[src/rtl/asrv32_aclint_pkg.sv]
// Shared definitions for the ASRV32 core-local interruptor: register offsets,
// decoded register selector and the byte-enable merge helper.
package asrv32_aclint_pkg;

   localparam logic [15:0] MSIP_OFS     = 16'h0000;
   localparam logic [15:0] MTIMECMP_OFS = 16'h4000;
   localparam logic [15:0] MTIME_LO_OFS = 16'hBFF8;
   localparam logic [15:0] MTIME_HI_OFS = 16'hBFFC;

   typedef enum logic [2:0] {
      REG_NONE,
      REG_MSIP,
      REG_CMP_LO,
      REG_CMP_HI,
      REG_MTIME_LO,
      REG_MTIME_HI
   } reg_sel_e;

   // Replace only the bytes whose enable bit is set.
   function automatic logic [31:0] merge_bytes(input logic [31:0] old_val,
                                               input logic [31:0] new_val,
                                               input logic [3:0]  mask);
      logic [31:0] res;
      res = old_val;
      for (int b = 0; b < 4; b++) begin
         if (mask[b]) res[8*b +: 8] = new_val[8*b +: 8];
      end
      return res;
   endfunction

endpackage

[src/rtl/asrv32_mtime_counter.sv]
// Shared 64-bit machine timer with tick prescaler; a bus write to either half
// takes precedence over that cycle's increment.
module asrv32_mtime_counter
   import asrv32_aclint_pkg::*;
#(
   parameter int TICK_DIV = 1
) (
   input  logic        i_clk,
   input  logic        i_rst_n,
   input  logic        i_wr_lo,
   input  logic        i_wr_hi,
   input  logic [31:0] i_wdata_lo,
   input  logic [31:0] i_wdata_hi,
   output logic [63:0] o_mtime,
   output logic        o_tick
);

   localparam int               DIV_W    = (TICK_DIV > 1) ? $clog2(TICK_DIV) : 1;
   localparam logic [DIV_W-1:0] DIV_LAST = DIV_W'(TICK_DIV - 1);

   logic [DIV_W-1:0] div_cnt;

   assign o_tick = (div_cnt == DIV_LAST);

   // NOTE: sequential state uses <= so every flop samples pre-edge values.
   always_ff @(posedge i_clk or negedge i_rst_n) begin
      if (!i_rst_n) begin
         div_cnt <= '0;
      end else begin
         div_cnt <= o_tick ? '0 : div_cnt + DIV_W'(1);
      end
   end

   always_ff @(posedge i_clk or negedge i_rst_n) begin
      if (!i_rst_n) begin
         o_mtime <= '0;
      end else if (i_wr_lo || i_wr_hi) begin
         if (i_wr_lo) o_mtime[31:0]  <= i_wdata_lo;
         if (i_wr_hi) o_mtime[63:32] <= i_wdata_hi;
      end else if (o_tick) begin
         o_mtime <= o_mtime + 64'd1;
      end
   end

endmodule

[src/rtl/asrv32_aclint.sv]
// Machine-level CLINT: per-hart MSIP/MTIMECMP, shared MTIME with coherent
// lo/hi read shadow, single-cycle stb/ack bus with error on unmapped access.
module asrv32_aclint
   import asrv32_aclint_pkg::*;
#(
   parameter int N_HARTS  = 1,
   parameter int TICK_DIV = 1
) (
   input  logic               i_clk,
   input  logic               i_rst_n,
   input  logic [31:0]        i_addr,
   input  logic [31:0]        i_wdata,
   input  logic               i_wr_en,
   input  logic [3:0]         i_wr_mask,
   input  logic               i_stb,
   output logic [31:0]        o_rdata,
   output logic               o_ack,
   output logic               o_err,
   output logic [N_HARTS-1:0] o_timer_interrupt,
   output logic [N_HARTS-1:0] o_software_interrupt
);

   logic [15:0] ofs;
   reg_sel_e    sel;
   logic [2:0]  hart;
   logic [31:0] rd_val;
   logic [63:0] mtime;
   logic [63:0] cmp_arr [N_HARTS];
   logic [31:0] shadow_hi;
   logic        shadow_vld;
   logic        bus_wr, bus_rd;
   logic        mtime_wr_lo, mtime_wr_hi;
   logic        unused_addr_hi;
   logic        unused_tick;

   assign ofs            = i_addr[15:0];
   assign unused_addr_hi = ^i_addr[31:16];
   assign bus_wr         = i_stb && i_wr_en;
   assign bus_rd         = i_stb && !i_wr_en;

   // NOTE: defaults first so no path leaves sel/hart unassigned, which would infer a latch.
   always_comb begin
      sel  = REG_NONE;
      hart = '0;
      if (ofs[1:0] == 2'b00) begin
         if (ofs[15:5] == MSIP_OFS[15:5]) begin
            hart = ofs[4:2];
            if (int'(hart) < N_HARTS) sel = REG_MSIP;
         end else if (ofs[15:6] == MTIMECMP_OFS[15:6]) begin
            hart = ofs[5:3];
            if (int'(hart) < N_HARTS) sel = ofs[2] ? REG_CMP_HI : REG_CMP_LO;
         end else if (ofs == MTIME_LO_OFS) begin
            sel = REG_MTIME_LO;
         end else if (ofs == MTIME_HI_OFS) begin
            sel = REG_MTIME_HI;
         end
      end
   end

   assign mtime_wr_lo = bus_wr && (sel == REG_MTIME_LO);
   assign mtime_wr_hi = bus_wr && (sel == REG_MTIME_HI);

   asrv32_mtime_counter #(
      .TICK_DIV (TICK_DIV)
   ) u_mtime (
      .i_clk      (i_clk),
      .i_rst_n    (i_rst_n),
      .i_wr_lo    (mtime_wr_lo),
      .i_wr_hi    (mtime_wr_hi),
      .i_wdata_lo (merge_bytes(mtime[31:0], i_wdata, i_wr_mask)),
      .i_wdata_hi (merge_bytes(mtime[63:32], i_wdata, i_wr_mask)),
      .o_mtime    (mtime),
      .o_tick     (unused_tick)
   );

   for (genvar h = 0; h < N_HARTS; h++) begin : g_hart
      logic        hit;
      logic [63:0] cmp_q;
      logic        msip_q;
      logic        tirq_q;

      assign hit = bus_wr && (hart == 3'(h));

      // NOTE: the compare registers are few and must come up all-ones so no
      // timer interrupt fires out of reset, hence they sit on the async reset.
      always_ff @(posedge i_clk or negedge i_rst_n) begin
         if (!i_rst_n) begin
            cmp_q  <= '1;
            msip_q <= 1'b0;
            tirq_q <= 1'b0;
         end else begin
            if (hit && sel == REG_MSIP && i_wr_mask[0]) msip_q <= i_wdata[0];
            if (hit && sel == REG_CMP_LO) cmp_q[31:0]  <= merge_bytes(cmp_q[31:0], i_wdata, i_wr_mask);
            if (hit && sel == REG_CMP_HI) cmp_q[63:32] <= merge_bytes(cmp_q[63:32], i_wdata, i_wr_mask);
            tirq_q <= (mtime >= cmp_q);
         end
      end

      assign cmp_arr[h]              = cmp_q;
      assign o_software_interrupt[h] = msip_q;
      assign o_timer_interrupt[h]    = tirq_q;
   end

   always_comb begin
      rd_val = '0;
      for (int h = 0; h < N_HARTS; h++) begin
         if (hart == 3'(h)) begin
            case (sel)
               REG_MSIP:   rd_val = {31'b0, o_software_interrupt[h]};
               REG_CMP_LO: rd_val = cmp_arr[h][31:0];
               REG_CMP_HI: rd_val = cmp_arr[h][63:32];
               default:    ;
            endcase
         end
      end
      if (sel == REG_MTIME_LO)      rd_val = mtime[31:0];
      else if (sel == REG_MTIME_HI) rd_val = shadow_vld ? shadow_hi : mtime[63:32];
   end

   // Lo read latches the high word so a following hi read is carry-coherent.
   always_ff @(posedge i_clk or negedge i_rst_n) begin
      if (!i_rst_n) begin
         shadow_hi  <= '0;
         shadow_vld <= 1'b0;
      end else if (mtime_wr_lo || mtime_wr_hi) begin
         shadow_vld <= 1'b0;
      end else if (bus_rd && sel == REG_MTIME_LO) begin
         shadow_hi  <= mtime[63:32];
         shadow_vld <= 1'b1;
      end else if (bus_rd && sel == REG_MTIME_HI) begin
         shadow_vld <= 1'b0;
      end
   end

   always_ff @(posedge i_clk or negedge i_rst_n) begin
      if (!i_rst_n) begin
         o_ack   <= 1'b0;
         o_err   <= 1'b0;
         o_rdata <= '0;
      end else begin
         o_ack   <= i_stb;
         o_err   <= i_stb && (sel == REG_NONE);
         o_rdata <= bus_rd ? rd_val : '0;
      end
   end

endmodule

[config.mk]
export PLATFORM = sky130hd
export DESIGN_NAME = asrv32_aclint
export DESIGN_NICKNAME = d
export VERILOG_FILES = /design/src/rtl/asrv32_aclint_pkg.sv /design/src/rtl/asrv32_mtime_counter.sv /design/src/rtl/asrv32_aclint.sv
export SDC_FILE = /design/constraint.sdc
export NUM_CORES = 1
export LEC_CHECK = 0
export ABC_AREA = 1
export BUFFER_PORTS_ARGS = -buffer_cell sky130_fd_sc_hd__buf_2
export CELL_PAD_IN_SITES_DETAIL_PLACEMENT = 0
export CELL_PAD_IN_SITES_GLOBAL_PLACEMENT = 1
export CORE_MARGIN = 10
export CORE_UTILIZATION = 41
export CTS_CLUSTER_DIAMETER = 200
export DETAILED_ROUTE_END_ITERATION = 10
export PLACE_DENSITY_LB_ADDON = 0.1
export RECOVER_POWER = 25
export SYNTH_ARGS = -nofsm -noshare
export SYNTH_HDL_FRONTEND = slang
export SYNTH_SLANG_ARGS = --single-unit
[constraint.sdc]
create_clock -name i_clk -period 2.2 [get_ports i_clk]
set_clock_uncertainty 0.15 [all_clocks]
set_input_delay 0.11 -clock i_clk [delete_from_list [all_inputs] [get_ports i_clk]]
set_output_delay 0.11 -clock i_clk [all_outputs]
set_load 0.01 [all_outputs]
Word-level counts from Yosys, hierarchy flattened:

Index checks and enable logic that the tools add are counted.

* register bits after elaboration: 198
* latch bits: 0
* RAM bits: 0
* bits in read-only memories: 0
* bits of input ports: 72
* output and inout port bits: 36
* logic and storage cells: 110
* memories: 0

* $add $sub $neg: 2
* multiply operators: 0
* divide/modulo/power cells: 0
* order comparisons: 3
* eq/ne operators: 15
* shift operators: 0
* multiplexer cells: 29
* bitwise gates (word level): 1
* reduce and logical (&&, ||, !) cells: 36

Operators with widths (count)
* 2-to-1 mux 32 bit: 7
* 2-to-1 mux 64 bit: 2
* one-hot mux 32 bit (3 select lines): 1
* adder 64 x 1 -> 64 bit, second input constant: 1
* >= comparator 64 bit: 1
* equality test 16 bit, second input constant: 2
* 2-to-1 mux 8 bit: 4
* 2-to-1 mux 3 bit: 8
* AND reduction 3 bit: 8
* AND reduction 2 bit: 9
* logical AND 1 bit: 12
* logical NOT 11 bit: 1
* equality test 10 x 9 -> 1 bit, second input constant: 1
* inequality test 2 bit, second input constant: 5
* equality test 3 x 2 -> 1 bit, second input constant: 2
* equality test 3 bit, second input constant: 2
* logical NOT 3 bit: 2
* < comparator 3 x 1 -> 1 bit, second input constant: 2
* 2-to-1 mux 1 bit: 6
* inequality test 2 x 1 -> 1 bit, second input constant: 2
* equality test 3 x 1 -> 1 bit, second input constant: 1
* nonzero test 3 bit: 1
* logical NOT 2 bit: 1
* 2-to-1 mux 2 bit: 1
* other kinds (4): 4

Longest topological paths before layout:

* depth in word-level cells: 12
* gate-level depth with buffers: 14
* mapped depth without buffers: 13

Modules after synthesis:

A second synthesis with hierarchy kept.

* cell total of the unflattened synthesis: 2089
* area, all modules: 14199.9 µm²

Modules (own cells, without submodules)
* asrv32_aclint: instances 1, cells each 1240, area each 9038.7 µm², seq. area each 3408.3 µm²
* asrv32_mtime_counter: instances 1, cells each 849, area each 5161.2 µm², seq. area each 1601.5 µm²

Worst setup path before layout:

OpenSTA, ideal clock, no wires.

* kind: register to register
* from: register u_mtime.o_mtime[1]
* to: register u_mtime.o_mtime[62]
* library setup time: 138 ps
* data arrival time: 1758 ps
* data required time: 1912 ps
* slack: 155 ps
* stages on the path, launching flop included: 13
* path buffers: 0
* period minus slack after synthesis: 2045 ps
* path through: dfrtp_1 > ha_1 > nand2_1 > nor2_1 > inv_1 > nor2_1 > nand2_1 > nor2_1 > nand3_1 > nand2_1 > nand2_1 > nand2_1 > o221ai_1

* longest elaborated chain between the ends: 3

Ends and longest elaborated chain
* from (decl): line asrv32_mtime_counter.sv:14 `output logic [63:0] o_mtime,`
* from (signal assigned): line asrv32_mtime_counter.sv:38 `if (i_wr_lo) o_mtime[31:0] <= i_wdata_lo;`
* from (signal assigned): line asrv32_mtime_counter.sv:41 `o_mtime <= o_mtime + 64'd1;`
* adder 64 x 1 -> 64 bit: line asrv32_mtime_counter.sv:41
* 2-to-1 mux 64 bit: line asrv32_mtime_counter.sv:40 `end else if (o_tick) begin`
* 2-to-1 mux 64 bit: line asrv32_mtime_counter.sv:37 `end else if (i_wr_lo || i_wr_hi) begin`

No other way between the ends. The select of a mux whose other input is x is not followed.
A chain may end at the register's enable or synchronous reset.

Final worst setup path:

* from: register g_hart[0].cmp_q[46] (netlist: cmp_arr[46])
* to: register g_hart[0].tirq_q (netlist: o_timer_interrupt)

* longest elaborated chain between the ends: 1

Ends and longest elaborated chain
* from (decl): line asrv32_aclint.sv:78 `logic [63:0] cmp_q;`
* from (signal assigned): line asrv32_aclint.sv:94 `if (hit && sel == REG_CMP_HI) cmp_q[63:32] <= merge_bytes(cmp_q[63:32], i_wdata, i_wr_mask);`
* >= comparator 64 bit: line asrv32_aclint.sv:95 `tirq_q <= (mtime >= cmp_q);`
* to (signal assigned): line asrv32_aclint.sv:95
* to (decl): line asrv32_aclint.sv:80 `logic tirq_q;`

No other way between the ends.

==> summary.md <==
| Metric | Value |
|---|---|
| Status | `finished, violations left` |
| Violated checks | `capacitance limit, slew limit` |
| Ys Warns | `0` |
| Dpl ws | `-0.0216 ns` |
| Seq. cell area | `slightly above 0.005 mm2` |
| Synth async-reset ratio | `100%` |
| Compound-Gate Fraction of Synth Area | `11.8%` |
| Pins Over Slew Limit | `a little under 60` |
| Post-synthesis simple-gate area fraction | `between 30 and 40%` |
| Peak VDD IR | `549 uV` |
| #FFs+latches synth | `~200` |
| Largest family of logic cells by synthesized area | `simple AND/OR/NAND/NOR gates` |
| Logic pwr share | `9.1%` |
| Fin Hold WS | `between 0.1 and 0.15 ns` |
| Rel. slew slack | `-17.5%` |
| Root buffer cell | `clkbuf_16` |
| Hold Crit Class | `input pin to flop` |
| Critical Path AT | `~2.4 ns` |
| Die area | `roughly 0.039 mm2` |
| Cell taking the most area after synthesis | `dfrtp_1` |
| Seq pwr share | `between 40% and 50%` |
| Area occupied by multi-input gates | `a little under 0.007 mm2` |
| Main flop type after synthesis | `dfrtp_1` |
| Gpl congestion | `roughly 0.94` |
| WP data required | `2.44 ns` |
| Final setup vio count | `0` |
| Via count | `approximately 13,000` |
| Syn nets | `around 1,900` |
| Adder-cell share of the synthesized area | `under 10%` |
| Port Buffers | `slightly above 90` |
| Layout area overhead | `26.5%` |
| Pin count of the biggest net entering global routing | `61` |
| Initial antenna violation count | `0` |
| Vias in the first global route | `between 10,000 and 15,000` |
| Final Core Density | `52.4%` |
| Starting density of the core | `41.4%` |
| Detail Placement HPWL | `between 30,000 and 40,000 um` |
| Final worst-path cycle share | `between 90% and 100%` |
| Overall die width | `around 200 um` |
| Routed Antenna Nets | `0` |
| Netlist Area Pre-Place | `0.0130 mm2` |
| Sw Pwr | `around 2.1 mW` |
| Crit path kind | `flop to flop` |
| Clock transition at path regs | `approximately 0.08 ns` |
| Crit start category | `flop` |
| Fin worst setup slack | `~0.026 ns` |
| WL/cell | `20.2 um` |
| CTS tree | `built` |
| DRT Pass-1 Iters | `5` |
| Post-synth EDFFs | `0` |
| Total GRT Usage | `roughly 25%` |
| Largest cells by area after synthesis | `dfrtp_1, nand2_1, dfstp_2` |
| Synth cell types | `39` |
| Yosys top cell area share | `25.5%` |
| Setup_tns | `0 ns` |
| Final Hold Viols | `0` |
| First-pass GRT wire length | `76,400 um` |
| DRC | `0` |
| Placeable Area | `between 0.03 and 0.04 mm2` |
| Vias per cell | `5.40` |
| Final net count | `2,184` |
| Syn Area/Cell | `roughly 7.4 um2` |
| WL final | `roughly 50,000 um` |
| Crit Path Max Fanout | `3` |
| Slew @ Worst Pin | `roughly 1.8 ns` |
| CTS Sinks | `197` |
| Most common cell in the netlist | `nand2_1` |
| Cell count after synthesis | `roughly 1,800` |
| Num rows | `65` |
| Power per cell area | `between 400 and 500 mW/mm2` |
| Clock latency on the worst-skew pair | `0.47 ns` |
| Post-synth top cells | `nand2_1, inv_1, dfrtp_1, nor2_1, nand4_1` |
| Fillers | `roughly 3,100` |
| Cell internal pwr | `roughly 5.6 mW` |
| GR met1 Demand/Resource | `roughly 35%` |
| Leakage | `7.94 nW` |
| I/O pin count | `roughly 110` |
| GRT overflow | `0` |
| RSZ-0062 raised after global routing | `yes` |
| Layer with the highest usage | `met2` |
| Post-synthesis sequential area ratio | `38.4%` |
| Mux cell area share after synthesis | `0%` |
| H-Tree Depth | `4` |
| ANT cells | `0` |
| Fraction of layout cells with a size suffix above 1 | `roughly 22%` |
| Die height | `just under 200 um` |
| CTS max path bufs | `2` |
| Met3 GRT Util | `4.74%` |
| Max-cap viol count | `1` |
| Met2 usage | `approximately two fifths` |
| Starting DRT DRC Count | `approximately 1,000` |
| Clk pwr share | `about 42%` |
| Period minus WS final | `about 2.2 ns` |
| Post-Synth XOR/XNOR Area | `a little under 3%` |
| Worst setup EP type | `flop` |
| Cts bufs inserted | `17` |
| F_max | `roughly 460 MHz` |
| Net Sw Frac | `a little over a quarter` |
==> cells by family (layout without fill, tap and decap cells) <==
kind of cell    count (synthesis)  in the layout
simple gates                  899            899
buf+inv                       311            611
compound gates                244            244
flops                         197            197
fa+ha+maj                      65             65
xor+xnor                       44             44
==> routing by layer <==
metal,vias up,routed length (um)
met4,0,1240
li1,6456,-
met3,59,2990
met1,6389,23400
met5,-,0
met2,393,22200
==> state kept, by name, summed over array words and instances, names as in the netlist <==
signal and cells:
u_mtime.o_mtime 64, shadow_hi 32, o_timer_interrupt 1, cmp_arr 64, o_rdata 32, o_software_interrupt 1
shadow_vld 1, o_ack 1, o_err 1
==> final timing paths <==
kind | slack (ns) | startpoint | depth (start not counted) | to
worst max-delay path | 0.03 | cmp_arr[46] | 11 | o_timer_interrupt
worst min-delay path | 0.12 | i_addr[0] | 7 | o_rdata[31]
worst max register to register | 0.03 | cmp_arr[46] | 11 | o_timer_interrupt
worst min register to register | 0.31 | cmp_arr[62] | 2 | cmp_arr[62]
max in group asynchronous | 0.19 | i_rst_n | 3 | cmp_arr[26]
min in group asynchronous | 0.49 | i_rst_n | 2 | o_rdata[8]
==> layout make-up <==
class	count	share of cell area [%]
clock buffers	19	2.69
inverters	249	5.70
multi-input cells	1252	42.1
clock inverters	13	0.850
repair buffers	330	15.1
flip-flops and latches	197	30.5
well taps	402	3.05
==> critical path, cell delays in order, from the launching register on <==
cell and delay [ns]:
dfstp_2 0.58, inv_2 0.06, ha_4 0.26, nand2_4 0.05, inv_4 0.05, nand3_4 0.07
nor3_2 0.18, buf_4 0.15, nand4_1 0.16, nor2_2 0.18, nand4_1 0.09, nand3_1 0.12
==> cells in the final DEF (no fill, tap or decap), drive strengths merged, types with 3 or more instances in the layout <==
master	Yosys	layout
o21bai	9	9
dfstp	64	64
dfrtp	133	133
nor3	42	42
o22ai	7	7
nand3	87	87
ha	65	65
a21oi	68	68
nand2	504	504
clkinv	0	5
o221ai	40	40
buf	27	283
inv	249	254
nand4	124	124
nand3b	3	3
xor2	43	43
o211ai	48	48
o21ai	67	67
clkbuf	35	24
nor2	135	135
dlygate4sd3	0	42
==> through the flow <==
step,cells,instance area (um2),total power [mW]
floorplan,1760,13000,4.05
global placement,2379,15200,4.39
detailed placement,2379,15200,4.39
CTS,2453,16300,7.69
global route,2462,16500,7.94
finish,2462,16500,7.65
==> repair_timing <==
action,CTS,global route
pin swaps,0,7
endpoints found under the setup margin,3,36
cloned,0,1
hold buffers,42,0
hold endpoints to repair,275,0
setup buffers,0,8
gates resized for setup,5,56
==> power by group through the flow <==
stage	clock network [mW]	logic, mW	registers, mW
floorplan	0	0.291	3.76
global placement	0	0.611	3.78
detailed placement	0	0.614	3.78
CTS	3.31	0.672	3.71
global route	3.44	0.785	3.72
finish	3.24	0.693	3.71
No activity file was read; power rests on OpenSTA's default activity.
